--- config.mk ---
export PLATFORM = sky130hd
export DESIGN_NAME = hack_cpu_ctrl
export DESIGN_NICKNAME = d
export VERILOG_FILES = /design/src/rtl/hack_cpu_ctrl.sv
export SDC_FILE = /design/constraint.sdc
export NUM_CORES = 1
export LEC_CHECK = 0
export CORE_ASPECT_RATIO = 1.5
export CORE_MARGIN = 2
export CORE_UTILIZATION = 48
export CTS_CLUSTER_DIAMETER = 50
export DETAILED_ROUTE_END_ITERATION = 10
export PLACE_DENSITY = 0.87
export SLEW_MARGIN = 20
export SYNTH_ARGS = -nofsm -noshare
export SYNTH_HDL_FRONTEND = slang
export SYNTH_SLANG_ARGS = --single-unit
export TNS_END_PERCENT = 30
--- constraint.sdc ---
create_clock -name clk -period 7.05 [get_ports clk]
set_input_delay 1.7625 -clock clk [delete_from_list [all_inputs] [get_ports clk]]
set_output_delay 1.7625 -clock clk [all_outputs]
set_load 0.005 [all_outputs]
--- src/rtl/hack_cpu_ctrl.sv ---
// Hack CPU control/register stage: decodes instructions, holds A/D/pc, drives the
// external 16-bit alu and commits its result, stalling in WAIT on a slow data memory.
module hack_cpu_ctrl #(
    parameter int                ADDR_W   = 15,
    parameter logic [ADDR_W-1:0] PC_RESET = '0
) (
    input  logic              clk,
    input  logic              reset,
    input  logic [15:0]       instr,
    input  logic              instr_valid,
    output logic              instr_ready,
    input  logic [15:0]       in_m,
    input  logic              mem_ready,
    input  logic [15:0]       alu_o,
    input  logic              alu_zr,
    input  logic              alu_ng,
    output logic [15:0]       alu_x,
    output logic [15:0]       alu_y,
    output logic              zx,
    output logic              nx,
    output logic              zy,
    output logic              ny,
    output logic              f,
    output logic              no,
    output logic [15:0]       out_m,
    output logic              write_m,
    output logic [ADDR_W-1:0] address_m,
    output logic [ADDR_W-1:0] pc,
    output logic              retired,
    output logic              state_dbg
);

    // Handshake: an instruction transfers on a clock edge where instr_valid and
    // instr_ready are both high; instr_ready is high only in RUN, and while in WAIT
    // the held copy in ir is executed and instr/instr_valid are ignored.
    typedef enum logic {
        ST_RUN  = 1'b0,
        ST_WAIT = 1'b1
    } state_t;

    localparam logic [ADDR_W-1:0] PC_ONE = ADDR_W'(1);

    state_t            state;
    logic [15:0]       ir;
    logic [15:0]       a_reg;
    logic [15:0]       d_reg;

    logic [15:0]       cur;
    logic              is_c;
    logic              a_bit;
    logic              d1, d2, d3;
    logic              j1, j2, j3;
    logic              need_mem;
    logic              accept;
    logic              commit;
    logic              stall;
    logic              jump;
    logic [ADDR_W-1:0] pc_inc;
    logic              unused_bits;

    // Decode always works on the held instruction while waiting on memory.
    assign cur      = (state == ST_WAIT) ? ir : instr;
    assign is_c     = cur[15];
    assign a_bit    = is_c & cur[12];
    assign d1       = is_c & cur[5];
    assign d2       = is_c & cur[4];
    assign d3       = is_c & cur[3];
    assign j1       = is_c & cur[2];
    assign j2       = is_c & cur[1];
    assign j3       = is_c & cur[0];
    assign need_mem = is_c & (cur[12] | cur[3]);

    assign unused_bits = ^cur[14:13];

    assign accept = (state == ST_RUN) & instr_valid;
    assign commit = (state == ST_WAIT) ? mem_ready
                                       : (accept & (~need_mem | mem_ready));
    assign stall  = accept & need_mem & ~mem_ready;

    assign jump   = (j1 & alu_ng) | (j2 & alu_zr) | (j3 & ~alu_zr & ~alu_ng);
    assign pc_inc = pc + PC_ONE;

    assign alu_x = d_reg;
    assign alu_y = a_bit ? in_m : a_reg;
    assign {zx, nx, zy, ny, f, no} = is_c ? cur[11:6] : 6'b0;

    assign out_m       = alu_o;
    assign write_m     = commit & d3;
    assign retired     = commit;
    assign address_m   = a_reg[ADDR_W-1:0];
    assign instr_ready = (state == ST_RUN);
    assign state_dbg   = state;

    // All commit updates use pre-edge values, so a jump reads the old A even
    // when the same instruction also writes A.
    always_ff @(posedge clk or posedge reset) begin
        if (reset) begin
            state <= ST_RUN;
            ir    <= '0;
            a_reg <= '0;
            d_reg <= '0;
            pc    <= PC_RESET;
        end else begin
            if (stall) begin
                ir    <= instr;
                state <= ST_WAIT;
            end
            if (commit) begin
                state <= ST_RUN;
                if (!is_c) begin
                    a_reg <= cur;
                    pc    <= pc_inc;
                end else begin
                    if (d1) a_reg <= alu_o;
                    if (d2) d_reg <= alu_o;
                    pc <= jump ? a_reg[ADDR_W-1:0] : pc_inc;
                end
            end
        end
    end

endmodule
Word-level counts from Yosys, hierarchy flattened
Index checks and enable logic that the tools add are counted.
Cells by class
  add/sub/neg operators: 1
  multiply operators: 0
  div/mod/pow operators: 0
  $lt $le $gt $ge: 0
  equal/unequal tests: 1
  shift operators: 0
  multiplexer cells: 10
  bitwise operators: 26
  reductions and logical operators: 3
Operator list (count)
  16-bit 2-to-1 mux: 4
  15-bit 2-to-1 mux: 2
  1-bit AND: 17
  15-bit by 1-bit adder with 15-bit output (second input constant): 1
  6-bit 2-to-1 mux: 1
  1-bit NOT: 5
  1-bit bitwise OR: 4
  1-bit 2-to-1 mux: 3
  3-bit AND reduction: 1
  2-bit by 1-bit inequality test with 1-bit output (second input constant): 1
  2-bit AND reduction: 1
  2-bit nonzero test: 1
Storage, ports and cells
  register bits after elaboration: 64
  bits in latches: 0
  RAM bits: 0
  memory bits (read-only): 0
  output and inout bits: 88
  memories kept: 0

Depth between registers and ports, before layout
Gate-level depths: netlist of run 1.
  depth after elaboration: 8
  gate-level depth with buffers: 7
  gate-level depth less buffers: 6

Worst setup path before layout of run 1
Ideal clock, no wire load.
  path type: input to output
  start: input instr[15]
  end: output alu_y[10]
  arrival time: 2914 ps
  required time: 5287 ps
  path slack: 2374 ps
  stages on the path: 5
  buffers on the path: 2
  path through: mux2i_2 > buf_2 > nor2_2 > buf_2 > mux2_2
Between the ends
  longest elaborated chain between the ends: 3
Ends and longest elaborated chain
  start, declared: RTL line 9  | input logic [15:0] instr,
  16-bit 2-to-1 mux: RTL line 62  | assign cur = (state == ST_WAIT) ? ir : instr;
  1-bit AND: RTL line 64  | assign a_bit = is_c & cur[12];
  16-bit 2-to-1 mux: RTL line 84  | assign alu_y = a_bit ? in_m : a_reg;
  end, declared: RTL line 18  | output logic [15:0] alu_y,
No other way between the ends.

Final worst setup path of run 1
  start: input instr[15]
  end: output alu_y[14]
Same word-level chain as after synthesis.

==> results of run 1 <==
[area by class of cell]
type | instances | area [um^2] | share of cell area
multi-input cells | 227 | 1670 | 0.328
repair buffers | 145 | 1440 | 0.283
clock inverters | 6 | 91.3 | 0.0180
well taps | 100 | 125 | 0.0246
clock buffers | 10 | 138 | 0.0271
flip-flops and latches | 64 | 1600 | 0.315
inverters | 6 | 22.5 | 0.00443
[per-stage QoR]
step / total power, uW / hold WS (ns)
floorplan: 907 / 0.462
global placement: 1230 / 0.483
detailed placement: 1260 / 0.492
CTS: 1620 / 0.509
global route: 1700 / 0.526
finish: 1620 / 0.507
[worst register-to-register path: cells and delay by family, from the launching register on]
family / cells / cell delay, ns
mux: 1 / 0.77
compound gates: 3 / 0.54
buf+inv: 3 / 0.55
simple gates: 1 / 0.20
flops: 1 / 1.06
[layer usage]
layer / share of wire / track usage
met4: 0.029 / 0.125
met1: 0.37 / 0.279
met2: 0.55 / 0.424
met3: 0.047 / 0.0364
met5: 0 / 0
[placed cells by master (no fill, tap or decap), types with 3 or more instances in the layout]
cell                              count
sky130_fd_sc_hd__nor2_1              15
sky130_fd_sc_hd__nor3_1               4
sky130_fd_sc_hd__inv_1                5
sky130_fd_sc_hd__o21ai_0             32
sky130_fd_sc_hd__o311ai_0             4
sky130_fd_sc_hd__nand4_1              5
sky130_fd_sc_hd__nand2_1             40
sky130_fd_sc_hd__a2bb2oi_1            4
sky130_fd_sc_hd__a21oi_1              8
sky130_fd_sc_hd__nand3_1             12
sky130_fd_sc_hd__clkbuf_8            10
sky130_fd_sc_hd__a211oi_1             3
sky130_fd_sc_hd__buf_4                4
sky130_fd_sc_hd__clkdlybuf4s50_1    141
sky130_fd_sc_hd__dfrtp_1             64
sky130_fd_sc_hd__mux2_2              51
sky130_fd_sc_hd__mux2i_1             21
[cells by family after synthesis]
group                    share of synthesized area
adder cells (fa/ha/maj)                    0.00346
multiplexers                                 0.225
buffers and inverters                       0.0993
AO/OA/AOI/OAI                                0.126
AND/OR/NAND/NOR                              0.104
flip-flops                                   0.443
[final timing paths]
path / startpoint / to
max: instr[15] / alu_y[14]
min: alu_x[9]$_DFFE_PP0P_ / alu_x[9]$_DFFE_PP0P_
max reg2reg: state_dbg$_DFFE_PP0P_ / a_reg[8]$_DFFE_PP0P_
min reg2reg: alu_x[9]$_DFFE_PP0P_ / alu_x[9]$_DFFE_PP0P_
max in group asynchronous: reset / a_reg[5]$_DFFE_PP0P_
min in group asynchronous: reset / pc[1]$_DFFE_PP0P_
[power by group through the flow]
stage          Sequential, uW  Clock [uW]  Combinational, uW
6_report                  628         364                625
5_1_grt                   646         381                678
4_1_cts                   624         366                631
3_5_place_dp              629           0                628
3_3_place_gp              620           0                607
2_1_floorplan             600           0                307
==> results, run 1 <==
- The kind of end point of the critical path is an output port.
- For this design the static power due to leakage is 0.00207 uW.
- Setup violations remaining at the end of the flow were counted as 0.
- In this run, synthesis produced a sequential element count of 64.
- The share of total power dissipated in the clock network is 0.225.
- The maximum fanout along the worst path is 20.
- The share of Yosys cell area claimed by the top area cell type is 0.443.
- The required arrival time at the worst endpoint is 5.29 ns.
- After routing, the total negative slack on setup checks comes to 0 ns.
- The floorplan step defined a die boundary enclosing 0.00826 mm^2.
- The total DRC errors in the routed layout is 0.
- The cell at the root of the clock tree is sky130_fd_sc_hd__clkbuf_8.
- Counting along the longest clock path gives a buffer depth of 2.
- The number of clock sinks is 64.
- The slack of the critical path is 1.12 ns.
- The number of standard cells after synthesis is 346.
- In this run the tightest slew margin relative to its limit is 0.284.
- Measured along the y axis, the die boundary spans 110 um.
- The total area inside the core boundary comes to 0.00727 mm^2.
- Of the total power, the share spent switching nets is 0.314.
- The total buffers and inverters traversed by the critical path is 2.
- Once detail routing completed, the nets flagged for antenna violations numbered 0.
- The initial core utilization is 0.497.
- The CTS buffer count is 9.
- STA classifies the critical path startpoint as an input pin.
- The area added between synthesis and finish is 40.7%.
- The number of hold violations in the final report is 0.
- In this run the power density over the cells is 318 mW/mm^2.
- At the pin with the least slew margin, the transition time is 1.07 ns.
- Once layout is done, the placed cells without fillers occupy 0.00509 mm^2.
- Post-CTS timing repair inserted 0 buffers for setup.
- The clock transition time at the flip-flop clock pins of the worst setup and hold paths is 0.07 ns.
- The total routing resource utilization after global routing is 0.242.
- The count of cells resized by post-cts repair is 0.
- For this design the total switching power over the nets is 507 uW.
- The total I/O pin count is 142.
- The number of nets in the layout is 508.
- The routability congestion estimate is 0.865.
- The first-pass iteration count of the detailed router is 4.
- The total of fill cells in the finished design is 557.
- The post-synthesis area per instance is 10.4 um^2.
- After synthesis, the share of flip-flops with an asynchronous set or reset is 1.00.
- The most repeated cell in the gate-level netlist after synthesis is sky130_fd_sc_hd__dfrtp_1.
- The internal power contribution is 1110 uW.
- At the end of the flow the core is filled with cells to 0.699.
- The critical path goes through clkdlybuf4s50_1 -> mux2i_4 -> nor2_2 -> mux2_2 -> clkdlybuf4s50_1.
- The number of nets in the synthesized netlist is 401.
- The layout cell share with drive strength beyond 1 is 0.181.
- The HPWL reported at the end of detailed placement is 7110 um.
- The cell count after placement is 542.
- The portion of the clock cycle consumed by the worst path in the final layout is 0.841.
- At the later pin of the worst-skew pair, clock insertion delay measures 0.36 ns.
- The worst reg-to-reg path cell count is 8.
- The global-route wire length before repair is 15100 um.
- The peak ir drop on the vdd network is 0.000234 V.
- The average detailed-routed wire length per instance is 17.1 um.
- For this design, the CTS-stage hold fixing added 0 buffers.
- The depth of the critical timing path with buffers and inverters included is 5.
- The synthesis warning total is 0.
- Leaving out filler cells and counting taps, the final layout contains 558.
- The clock skew after layout is 0.0101 ns.
- The number of global-route vias before repair came to 3077.
- The run finished with clean final reports.
- Setup repair after global routing left no endpoint under its margin.
- The share of the yosys chip area belonging to registers is 0.443.
- The number of antenna violations at the first check in global routing came to 0.
- The post-route minimum period is 5.93 ns.
- The number of antenna diodes in the final layout is 0.
- Summed over all layers, the routed wires come to 9560 um.
- The library cell contributing the largest single delay on the critical path is sky130_fd_sc_hd__nor2_2.
- The min-delay analysis places its worst path in the category reg -> reg.
- The cell taking the most area after synthesis is sky130_fd_sc_hd__dfrtp_1.
- In the routed layout, each cell is associated on average with a via count of 5.49.
- The setup slack at placement is 1.11 ns.
- The sequential share of power is 0.388.
- The number of unique standard cell types used by synthesis is 43.
- Sorting the synthesized cells by area gives the leading types as sky130_fd_sc_hd__dfrtp_1, sky130_fd_sc_hd__mux2_2, sky130_fd_sc_hd__buf_4.
- The share of total power dissipated in combinational logic is 0.387.
- The total standard cell area after synthesis is 0.00361 mm^2.
- By count the netlist is led by sky130_fd_sc_hd__dfrtp_1, sky130_fd_sc_hd__mux2_2, sky130_fd_sc_hd__nand2_1.
- Across all register-to-register paths, the minimum setup slack is 3.80 ns.
- TritonCTS built the clock tree.
- The die extent in x is 74.9 um.
- The number of input and output port buffers inserted is 141.
- The cell depth of the worst min-delay path is 1.
- The overall via count from detail_route is 3066.
- The number of max-slew violations in the final report is 0.
- The main flop type after synthesis is sky130_fd_sc_hd__dfrtp_1.
- The top cell family by delay on the critical path is buffers and inverters.
- The highest clock frequency the design can meet is 0.169 GHz.
- The number of maximum-capacitance violations is 0.
- Counting flops with a built-in enable in the synthesized netlist gives 0.
- The row count is 38.
- By instance count, the cell type seen most on the critical path is sky130_fd_sc_hd__clkdlybuf4s50_1.
- The placed instance area is 0.00486 mm^2.
- The residual overflow from global routing is 0.
- The detailed router finished its first iteration with 216 violations.
- The largest incremental delay on the critical path is 0.80 ns.
- Entering global routing, the biggest net connects 65 pins.
- In this run the number of H-tree levels came out at 3.
- The critical path in this run is classified as in -> out.
- Data on the critical path arrives at its endpoint at 4.17 ns.
Power figures use the tool's default switching activity.
==> run 2, diff against run 1 <==
CORE_UTILIZATION = 40   (was 48)
PLACE_DENSITY = 0.77   (was 0.87)
clock period = 5.3 ns   (was 7.05 ns; I/O delays follow)
==> run 2 against run 1 <==
Net effect:
- die area rose by 19%
- clock power is 51% higher
- non-clock buffer count increased by 4
- sequential cell count is the same
- critical path depth is 1 higher
- combinational power up 36%
- sequential power rose by 32%
- register-to-register slack got worse by 1.1 ns
- clock skew down 0.0021 ns
==> results, run 2 (same netlist as run 1, synthesis figures left out) <==
- The die extent in y is 120 um (was 110 um).
- Worst-path cell chain: clkdlybuf4s50_1 -> mux2i_4 -> nor2_2 -> buf_4 -> mux2_2 -> clkdlybuf4s50_1 (was clkdlybuf4s50_1 -> mux2i_4 -> nor2_2 -> mux2_2 -> clkdlybuf4s50_1).
- The kind of end point of the critical path is an output port (unchanged).
- The total area of multi-input combinational cells came to 0.00167 mm^2 (unchanged).
- The power share of the combinational group is 0.381 (was 0.387).
- The initial core utilization came to 0.409 (was 0.497).
- The internal power contribution is 1550 uW (was 1110 uW).
- The number of input and output port buffers inserted is 141 (unchanged).
- The final setup TNS is 0 ns (unchanged).
- The TritonCTS clock tree is done (unchanged).
- The peak ir drop on the vdd network was 0.000250 V (was 0.000234 V).
- The slew at the pin closest to its max-slew limit is 0.933 ns (was 1.07 ns).
- The maximum clock insertion buffer count is 2 (unchanged).
- The number of global-route vias before repair was 3095 (was 3077).
- The leakage power figure is 0.00212 uW (was 0.00207 uW).
- The class of the tightest hold or removal check is reg -> reg (unchanged).
- The most common cell after layout, fill and taps aside is sky130_fd_sc_hd__clkdlybuf4s50_1 (unchanged).
- The total routing resource utilization after global routing is 0.214 (was 0.242).
- Outcome: finished clean (unchanged).
- The die extent in x is 81.6 um (was 74.9 um).
- The number of diodes came to 0 (unchanged).
- The H-tree level count came to 3 (unchanged).
- The count of cells resized by post-cts repair is 0 (unchanged).
- The cell at the root of the clock tree is sky130_fd_sc_hd__clkbuf_16 (was sky130_fd_sc_hd__clkbuf_8).
- The post-route minimum period is 4.55 ns.
- The remaining max-slew budget at the tightest pin is 0.378 (was 0.284).
- The post-CTS setup-driven buffer insertion count is 0 (unchanged).
- The slack of the worst reg-to-reg path is 2.68 ns (was 3.80 ns).
- The switching power was 678 uW (was 507 uW).
- The area added between synthesis and finish was 43.4% (was 40.7%).
- The detailed-route wire length came to 10200 um (was 9560 um).
- The overall via count from detail_route is 3043 (was 3066).
- The area taken by flip-flops and latches was 0.00160 mm^2 (unchanged).
- The top cell family by delay on the critical path is buffers and inverters (unchanged).
- The total I/O pin count came to 142 (unchanged).
- The average detailed-routed wire length per instance is 17.9 um (was 17.1 um).
- The largest net degree at the start of global routing is 39 (was 65).
- The number of nets in the layout is 512 (was 508).
- The library cell contributing the largest single delay on the critical path is sky130_fd_sc_hd__clkdlybuf4s50_1 (was sky130_fd_sc_hd__nor2_2).
- The worst-skew pair later-pin latency is 0.32 ns (was 0.36 ns).
- The number of max-slew violations in the final report was 0 (unchanged).
- The areal power density over the cells is 431 mW/mm^2 (was 318 mW/mm^2).
- RSZ-0062 raised after global routing: false (unchanged).
- The global-route wire length before repair is 15900 um (was 15100 um).
- The number of antenna violations at the first check in global routing came to 0 (unchanged).
- The portion of the clock cycle consumed by the worst path in the final layout is 0.859.
- The highest clock frequency the design can meet is 0.220 GHz.
- The type of element launching the critical path is an input pin (unchanged).
- The die area is 0.00983 mm^2 (was 0.00826 mm^2).
- The clock skew after layout was 0.00798 ns (was 0.0101 ns).
- The routability congestion estimate was 0.907 (was 0.865).
- The core box area is 0.00883 mm^2 (was 0.00727 mm^2).
- The total buffers and inverters traversed by the critical path is 3 (was 2).
- The switching part of the total is 0.304 (was 0.314).
- The setup violation total in the final timing report is 0 (unchanged).
- The total of fill cells in the finished design is 768 (was 557).
- The maximum fanout along the worst path is 14 (was 20).
- The clock transition time at the flip-flop clock pins of the worst setup and hold paths was 0.05 ns (was 0.07 ns).
- The row count is 42 (was 38).
- The number of clock sinks was 64 (unchanged).
- The portion of total power attributed to the clock network is 0.246 (was 0.225).
- The library cell appearing most often on the critical path is sky130_fd_sc_hd__clkdlybuf4s50_1 (unchanged).
- The category of the critical setup timing path is in -> out (unchanged).
- The number of maximum-capacitance violations is 0 (unchanged).
- The residual antenna-violating net count after detailed routing is 0 (unchanged).
- Most frequent cells in the layout: sky130_fd_sc_hd__clkdlybuf4s50_1, sky130_fd_sc_hd__dfrtp_1, sky130_fd_sc_hd__mux2_2 (unchanged).
- The number of hold buffers added after cts is 0 (unchanged).
- The total DRC errors in the routed layout is 0 (unchanged).
- The initial DRC count is 170 (was 216).
- The residual overflow from global routing is 0 (unchanged).
- The arrival time of the worst setup path came to 3.23 ns (was 4.17 ns).
- The sequential share of power is 0.372 (was 0.388).
- The CTS buffer count is 9 (unchanged).
- The layout cell share with drive strength beyond 1 is 0.186 (was 0.181).
- The HPWL reported at the end of detailed placement came to 7860 um (was 7110 um).
- The first-pass iteration count of the detailed router was 4 (unchanged).
- The largest incremental delay on the critical path is 0.53 ns (was 0.80 ns).
- The via density per instance is 5.32 (was 5.49).
- The fraction of the core area covered by cells at the end of the flow is 0.587 (was 0.699).
- The required arrival time at the worst endpoint was 3.97 ns (was 5.29 ns).
- The number of hold violations in the final report came to 0 (unchanged).
==> run 2: changes by cell type in the layout (fill, tap and decap cells not counted), sizes merged <==
| cell | previous run | this run |
|---|---|---|
| inv | 7 | 6 |
| clkbuf | 10 | 13 |
| buf | 4 | 8 |
| bufinv | 2 | 0 |
==> run 2: metal layers <==
layer  up-vias  GRT usage  routed length [um]
met3        19     0.0336                 616
met1      1471      0.239                3830
met5         -          0                   0
met2       121      0.389                5520
li1       1432          -                   -
met4         0     0.0917                 247
==> run 2: worst reg2reg max path: stages (launching register included) <==
cell                        delay (ns)
sky130_fd_sc_hd__dfrtp_1          0.53
sky130_fd_sc_hd__buf_4            0.34
sky130_fd_sc_hd__mux2i_1          0.47
sky130_fd_sc_hd__nor3_1           0.18
sky130_fd_sc_hd__o21ai_2          0.56
sky130_fd_sc_hd__mux2i_1          0.30
sky130_fd_sc_hd__a2bb2oi_1        0.10
==> run 2: path summary, 6_finish.rpt <==
check                                        end  depth (start not counted)                  start
max reg2reg                    pc[9]$_DFFE_PP0P_                          6  state_dbg$_DFFE_PP0P_
max in group asynchronous  alu_x[15]$_DFFE_PP0P_                          3                  reset
min reg2reg                    ir[5]$_DFFE_PP0P_                          1      ir[5]$_DFFE_PP0P_
min                            ir[5]$_DFFE_PP0P_                          1      ir[5]$_DFFE_PP0P_
min in group asynchronous      pc[2]$_DFFE_PP0P_                          2                  reset
max                                     alu_y[1]                          6              instr[15]
==> run 2: power groups by stage <==
stage                     Combinational, uW  Clock, uW  Sequential [uW]
after floorplan                         409          0              798
after global placement                  830          0              824
after global routing                    927        579              858
final                                   851        550              832
after detailed placement                855          0              835
after CTS                               861        556              829
==> run 2: through the flow <==
| step | total power (uW) | hold WS (ns) | worst slack [ns] | instances | instance area, um^2 |
|---|---|---|---|---|---|
| 6_report | 2230 | 0.502 | 0.747 | 572 | 5180 |
| 2_1_floorplan | 1210 | 0.462 | 1.50 | 346 | 3610 |
| 3_3_place_gp | 1650 | 0.485 | 0.792 | 556 | 4900 |
| 4_1_cts | 2250 | 0.503 | 0.737 | 572 | 5180 |
| 3_5_place_dp | 1690 | 0.493 | 0.745 | 556 | 4900 |
| 5_1_grt | 2360 | 0.517 | 0.653 | 572 | 5180 |
==> run 2: area by class of cell <==
cell class | count | share of cell area
clock inverter | 3 | 0.00290
multi-input combinational | 227 | 0.321
sequential | 64 | 0.309
timing repair buffer | 149 | 0.284
inverter | 6 | 0.00434
clock buffer | 13 | 0.0521
tap | 110 | 0.0265
==> run 3, diff against run 2 <==
HOLD_SLACK_MARGIN = 0.12   (was default)
==> results of run 3 <==
Same layout as run 2: the final DEF is identical, and so are final timing and power.
